`src/rtl/multicycle_adder_ctrl_pkg.sv`:
```
// Shared adders package for the multicycle adder controller.
// Holds the FSM state encoding and the default slice geometry so the
// controller and any neighbouring adder blocks agree on them.
//
// Contents:
//   DEF_N          default slice width in bits
//   DEF_K          default number of slices
//   adder_state_e  controller FSM states (IDLE/BUSY/DONE)
//   twos_ovf       two's-complement overflow from operand/sum sign bits
package multicycle_adder_ctrl_pkg;

    localparam int DEF_N = 4;
    localparam int DEF_K = 8;

    typedef enum logic [1:0] {
        IDLE = 2'd0,
        BUSY = 2'd1,
        DONE = 2'd2
    } adder_state_e;

    // Overflow occurs when both operands share a sign and the sum's sign differs.
    function automatic logic twos_ovf(input logic a_msb, input logic b_msb,
                                      input logic sum_msb);
        return (a_msb == b_msb) && (sum_msb != a_msb);
    endfunction

endpackage

```
`src/rtl/multicycle_adder_ctrl_carry_select.sv`:
```
// carry_select_adder_block: combinational N-bit carry-select slice.
// Both carry-in cases are precomputed and the real carry-in picks one.
//
// Ports:
//   a, b  [N-1:0]  slice operands
//   cin            slice carry-in
//   sum   [N-1:0]  slice sum
//   cout           slice carry-out
module carry_select_adder_block
    import multicycle_adder_ctrl_pkg::*;
#(
    parameter int N = DEF_N
) (
    input  logic [N-1:0] a,
    input  logic [N-1:0] b,
    input  logic         cin,
    output logic [N-1:0] sum,
    output logic         cout
);

    logic [N:0] sum_c0;
    logic [N:0] sum_c1;

    // Precompute the carry-in=0 and carry-in=1 results, then select.
    always_comb begin
        sum_c0 = {1'b0, a} + {1'b0, b};
        sum_c1 = {1'b0, a} + {1'b0, b} + {{N{1'b0}}, 1'b1};
        {cout, sum} = cin ? sum_c1 : sum_c0;
    end

endmodule

```
`src/rtl/multicycle_adder_ctrl.sv`:
```
// multicycle_adder_ctrl: W = N*K bit adder that reuses one N-bit
// carry-select slice over K BUSY cycles, rippling the carry through a
// register. Result is held in DONE until the consumer accepts it.
//
// Optional feature macro: ADDER_OVF_EN adds the out_ovf port.
//
// Ports:
//   clk, rst            clock, asynchronous active-high reset
//   in_valid/in_ready   operand handshake (ready only in IDLE)
//   in_a, in_b [W-1:0]  operands; in_cin carry-in
//   out_valid/out_ready result handshake (valid only in DONE)
//   out_sum [W-1:0]     registered sum; out_cout registered carry-out
//   out_ovf             two's-complement overflow (ADDER_OVF_EN only)
//   busy                high in BUSY or DONE
module multicycle_adder_ctrl
    import multicycle_adder_ctrl_pkg::*;
#(
    parameter int N = DEF_N,
    parameter int K = DEF_K
) (
    input  logic           clk,
    input  logic           rst,
    input  logic           in_valid,
    output logic           in_ready,
    input  logic [N*K-1:0] in_a,
    input  logic [N*K-1:0] in_b,
    input  logic           in_cin,
    output logic           out_valid,
    input  logic           out_ready,
    output logic [N*K-1:0] out_sum,
    output logic           out_cout,
`ifdef ADDER_OVF_EN
    output logic           out_ovf,
`endif
    output logic           busy
);

    localparam int W  = N * K;
    localparam int IW = (K > 1) ? $clog2(K) : 1;
    localparam logic [IW-1:0] LAST_IDX = IW'(K - 1);

    adder_state_e  state;
    adder_state_e  state_next;
    logic [W-1:0]  a_reg;
    logic [W-1:0]  b_reg;
    logic [W-1:0]  sum_reg;
    logic          carry_reg;
    logic          cout_reg;
    logic [IW-1:0] idx;
    logic [N-1:0]  a_slice;
    logic [N-1:0]  b_slice;
    logic [N-1:0]  slice_sum;
    logic          slice_cout;
    logic          last_slice;
`ifdef ADDER_OVF_EN
    logic          ovf_reg;
`endif

    // Pick the operand slice addressed by the current index.
    always_comb begin
        a_slice    = a_reg[idx*N +: N];
        b_slice    = b_reg[idx*N +: N];
        last_slice = (idx == LAST_IDX);
    end

    carry_select_adder_block #(
        .N (N)
    ) u_slice (
        .a    (a_slice),
        .b    (b_slice),
        .cin  (carry_reg),
        .sum  (slice_sum),
        .cout (slice_cout)
    );

    always_ff @(posedge clk or posedge rst) begin
        if (rst) begin
            state <= IDLE;
        end else begin
            state <= state_next;
        end
    end

    always_comb begin
        state_next = state;
        in_ready   = 1'b0;
        out_valid  = 1'b0;
        busy       = 1'b0;
        case (state)
            IDLE: begin
                in_ready = 1'b1;
                if (in_valid) begin
                    state_next = BUSY;
                end
            end
            BUSY: begin
                busy = 1'b1;
                if (last_slice) begin
                    state_next = DONE;
                end
            end
            DONE: begin
                busy      = 1'b1;
                out_valid = 1'b1;
                if (out_ready) begin
                    state_next = IDLE;
                end
            end
            default: state_next = IDLE;
        endcase
    end

    // Datapath: operands latch on accept; only BUSY touches the sum, one
    // slice per cycle, so untouched slices keep their previous contents.
    // The final carry (and overflow) are captured on the last slice so
    // they stay stable through DONE.
    always_ff @(posedge clk or posedge rst) begin
        if (rst) begin
            a_reg     <= '0;
            b_reg     <= '0;
            sum_reg   <= '0;
            carry_reg <= 1'b0;
            cout_reg  <= 1'b0;
            idx       <= '0;
`ifdef ADDER_OVF_EN
            ovf_reg   <= 1'b0;
`endif
        end else begin
            case (state)
                IDLE: begin
                    if (in_valid) begin
                        a_reg     <= in_a;
                        b_reg     <= in_b;
                        carry_reg <= in_cin;
                        idx       <= '0;
                    end
                end
                BUSY: begin
                    sum_reg[idx*N +: N] <= slice_sum;
                    carry_reg           <= slice_cout;
                    if (last_slice) begin
                        cout_reg <= slice_cout;
`ifdef ADDER_OVF_EN
                        ovf_reg  <= twos_ovf(a_reg[W-1], b_reg[W-1], slice_sum[N-1]);
`endif
                    end else begin
                        idx <= idx + IW'(1);
                    end
                end
                default: begin
                end
            endcase
        end
    end

    assign out_sum  = sum_reg;
    assign out_cout = cout_reg;
`ifdef ADDER_OVF_EN
    assign out_ovf  = ovf_reg;
`endif

endmodule

```
`config.mk`:
```
export PLATFORM = sky130hd
export DESIGN_NAME = multicycle_adder_ctrl
export DESIGN_NICKNAME = d
export VERILOG_FILES = /design/src/rtl/multicycle_adder_ctrl_pkg.sv /design/src/rtl/multicycle_adder_ctrl_carry_select.sv /design/src/rtl/multicycle_adder_ctrl.sv
export SDC_FILE = /design/constraint.sdc
export NUM_CORES = 1
export LEC_CHECK = 0
export CAP_MARGIN = 0
export CORE_MARGIN = 2
export CORE_UTILIZATION = 35
export CTS_CLUSTER_SIZE = 12
export DETAILED_ROUTE_END_ITERATION = 7
export HOLD_SLACK_MARGIN = 0.08
export PLACE_DENSITY = 0.62
export SLEW_MARGIN = 20
export SYNTH_ARGS = -nofsm -noshare
export SYNTH_HDL_FRONTEND = slang
export SYNTH_SLANG_ARGS = --single-unit
```
`constraint.sdc`:
```
create_clock -name clk -period 8.5 [get_ports clk]
set_input_delay 1.7 -clock clk [delete_from_list [all_inputs] [get_ports clk]]
set_output_delay 1.7 -clock clk [all_outputs]
set_load 0.02 [all_outputs]
```
==> metrics.md <==
| Metric | Value |
|---|---|
| Status | completed |
| Highest Clock Rate | 0.272 GHz |
| Final setup fails | 0 |
| Pleak | 2.76 nW |
| Iteration-0 DRC Markers | 155 |
| TNS Setup | 0 ns |
| Final setup margin | 4.83 ns |
| Port Buf Inserts | 104 |
| Die Ht | 123 um |
| Final core occ | 46.7% |
| Largest net degree at the start of global routing | 90 |
| Max_cap viols | 0 |
| Global-route wire length before repair | 17.4 mm |
| Clock skew | 0.00767 ns |
| Switch Pwr | 0.00105 W |
| Syn-to-layout area delta | 31.1% |
| Synth top area cells | dfrtp_1 52%, mux2_2 19%, mux4_2 5.9%, ha_1 3.8%, nand2_1 3.7% |
| DP Area | 6130 um2 |
| Final wirelength | 10.4 mm |
| CP max stage cell | mux4_1 |
| Area leader, netlist | dfrtp_1 |
| H-tree depth | 3 |
| Post-Syn Area | 4930 um2 |
| Post-route cell area | 6460 um2 |
| Clock tree sinks | 103 |
| RSZ-0062 raised after global routing | no |
| Clock Path Buffers | 2 |
| PD cells | 420 nW/um2 |
| Io pins | 105 |
| Share of layout cells above drive strength 1 | 26.6% |
| Slowest stage delay, CP | 0.66 ns |
| Cell internal pwr | 0.00167 W |
| Ys flop type | dfrtp_1 |
| FILL cells | 1,282 |
| Root buffer cell | clkbuf_16 |
| Clock buffer count from CTS | 9 |
| NumNets Final | 562 |
| Synth unique cells | 41 |
| Syn Area/Cell | 13.2 um2 |
| CP Max Fanout | 27 |
| Rows | 43 |
| Final hold vios | 0 |
| Hold WC Path Type | register to register |
| Clock transition at the registers of the reported paths | 0.06 ns |
| Initial antenna violation count | 0 |
| Starting Density | 35.6% |
| Antenna diode count | 0 |
| Fin crit share | 43.2% |
| CTS tree | done |
| Post-route DRC | 0 |
| Via Count | 3,268 |
| EDFF count, synth | 0 |
| Sw Share | 38.6% |
| Dpl hpwl | 7.58 mm |
| Post-CTS Setup Bufs | 0 |
| Grt ovf | 0 |
| Seq/Total Area, Yosys | 52.3% |
| Chip width | 123 um |
| Post-CTS sizing | 0 |
| Inst Count DP | 646 |
| Initial DRT Pass Iterations | 4 |
| Combinational power share | 53.0% |
| ANT nets after route | 0 |
| Flop pwr share | 30.7% |
| Core Footprint | 13,800 um2 |
| Top-area cell type share of the netlist area | 52.3% |
| Place WS | 4.85 ns |
| Startpoint types | register |
| Crit-path most repeated cell | nand2_1 |
| GR Util All Layers | 15.0% |
| Maximum vdd drop | 0.228 mV |
| Worst skew pair latency | 0.34 ns |
| Yosys reg bits | 103 |
| Via density per instance | 4.94 |
| Cell Chain, Critical Path | buf_4, mux4_1, nand2_1, nand2_1, ha_1, inv_1, fa_1, inv_1, ha_1, nand2_1, xor2_1, nor2_1, mux2_2 |
| Syn nets | 459 |
| CP endpoint kind | register |
| Final Wtd Congestion | 0.753 |
| Slew Limit Fails | 0 |
| Required @ worst endpoint | 8.73 ns |
| Vias in the first global route | 3,389 |
| Post-synthesis cell count | 374 |
| Synth warnings | 0 |
| Async set or reset register ratio after synthesis | 100% |
| Die area | 15,000 um2 |
| Rel. slew slack | 45.2% |
| WL/cell | 15.7 um |
| Clk network pwr share | 16.3% |
| Transition time at the pin with the least slew margin | 0.822 ns |
| Post-CTS Hold Buffers | 0 |
| Final min period | 3.67 ns |
| Final std cells w/o fill | 662 |
| Setup Crit Path Kind | register to register |
| WP data arrival | 3.90 ns |
## through the flow
stage / hold WS (ns) / total power [W]
2_1_floorplan: 0.470 / 0.00187
3_3_place_gp: 0.462 / 0.00225
6_report: 0.484 / 0.00271
3_5_place_dp: 0.476 / 0.00230
4_1_cts: 0.490 / 0.00275
5_1_grt: 0.515 / 0.00293
## logic make-up (layout without fill, tap and decap cells)
family / count (synthesis) / after routing / synth area share, %
xor gates and xnor gates: 5 / 5 / 1.04
DFF: 103 / 103 / 52.3
AOI/OAI and AO/OA: 34 / 34 / 4.62
and+or+nand+nor: 90 / 90 / 8.71
muxes: 98 / 98 / 26.3
buffers and inverters: 28 / 136 / 2.84
adders and majority gates: 16 / 16 / 4.21
## power by group through the flow
stage                     sequential [W]  combinational, W  clock, W
after floorplan                 0.000858           0.00102         0
after global placement          0.000832           0.00142         0
after detailed placement        0.000843           0.00145         0
after CTS                       0.000833           0.00146  0.000456
after global routing            0.000862           0.00159  0.000478
final                           0.000831           0.00144  0.000443
## cells in the mapped netlist, drive strengths merged (3+ instances only)
master / number
xnor2: 3
o21ai: 12
a21oi: 5
nor2: 20
mux2: 82
ha: 15
nor2b: 3
o31ai: 6
mux4: 16
nand2: 51
dfrtp: 103
inv: 11
buf: 16
nor3: 5
## metal layers
metal | part of all wire (%) | up-vias | track usage (%)
li1 | - | 1532 | -
met1 | 44 | 1648 | 19.3
met2 | 49 | 78 | 24.9
met3 | 5.4 | 10 | 4.41
met4 | 1.1 | 0 | 3.66
met5 | 0 | - | 0
## placed cells by master (no fill, tap or decap), types with 2 or more instances in the layout
cell	n
a21oi_1	5
a2bb2oi_1	2
a32oi_1	2
and2_1	2
buf_4	3
bufinv_16	2
clkbuf_1	2
clkbuf_16	9
clkdlybuf4s50_1	104
dfrtp_1	103
ha_1	15
inv_1	10
mux2_2	82
mux4_1	3
mux4_2	13
nand2_1	47
nand2_2	4
nand3_1	2
nor2_1	18
nor2_2	2
nor2b_1	3
nor3_1	4
nor3b_2	2
o21ai_0	12
o31ai_1	6
xnor2_1	2
xor2_1	2
## worst paths after layout
path | startpoint | slack, ns | endpoint | depth (start not counted)
worst min-delay path | out_sum[16] | 0.48 | out_sum[16] | 2
max in group asynchronous | rst | 5.82 | idx[1] | 3
worst min register to register | out_sum[16] | 0.48 | out_sum[16] | 2
worst max register to register | idx[0] | 4.83 | out_sum[26] | 13
min in group asynchronous | rst | 1.63 | out_sum[14] | 2
worst max-delay path | idx[0] | 4.83 | out_sum[26] | 13
## critical path: cells and delay by family (launching register included)
kind | cells | cell delay, ns
and+or+nand+nor | 4 | 0.38
muxes | 2 | 0.95
xor gates and xnor gates | 1 | 0.50
buffers and inverters | 3 | 0.56
adders and majority gates | 3 | 0.83
DFF | 1 | 0.32
## area by class of cell
cell class | count | area [um2] | area share (%)
clock inverters | 4 | 76.3 | 1.18
inverters | 12 | 47.5 | 0.736
clock buffers | 12 | 246 | 3.81
flip-flops and latches | 103 | 2580 | 39.9
well taps | 180 | 225 | 3.49
repair buffers | 108 | 1070 | 16.6
multi-input cells | 243 | 2210 | 34.3
Power figures use the tool's default switching activity.
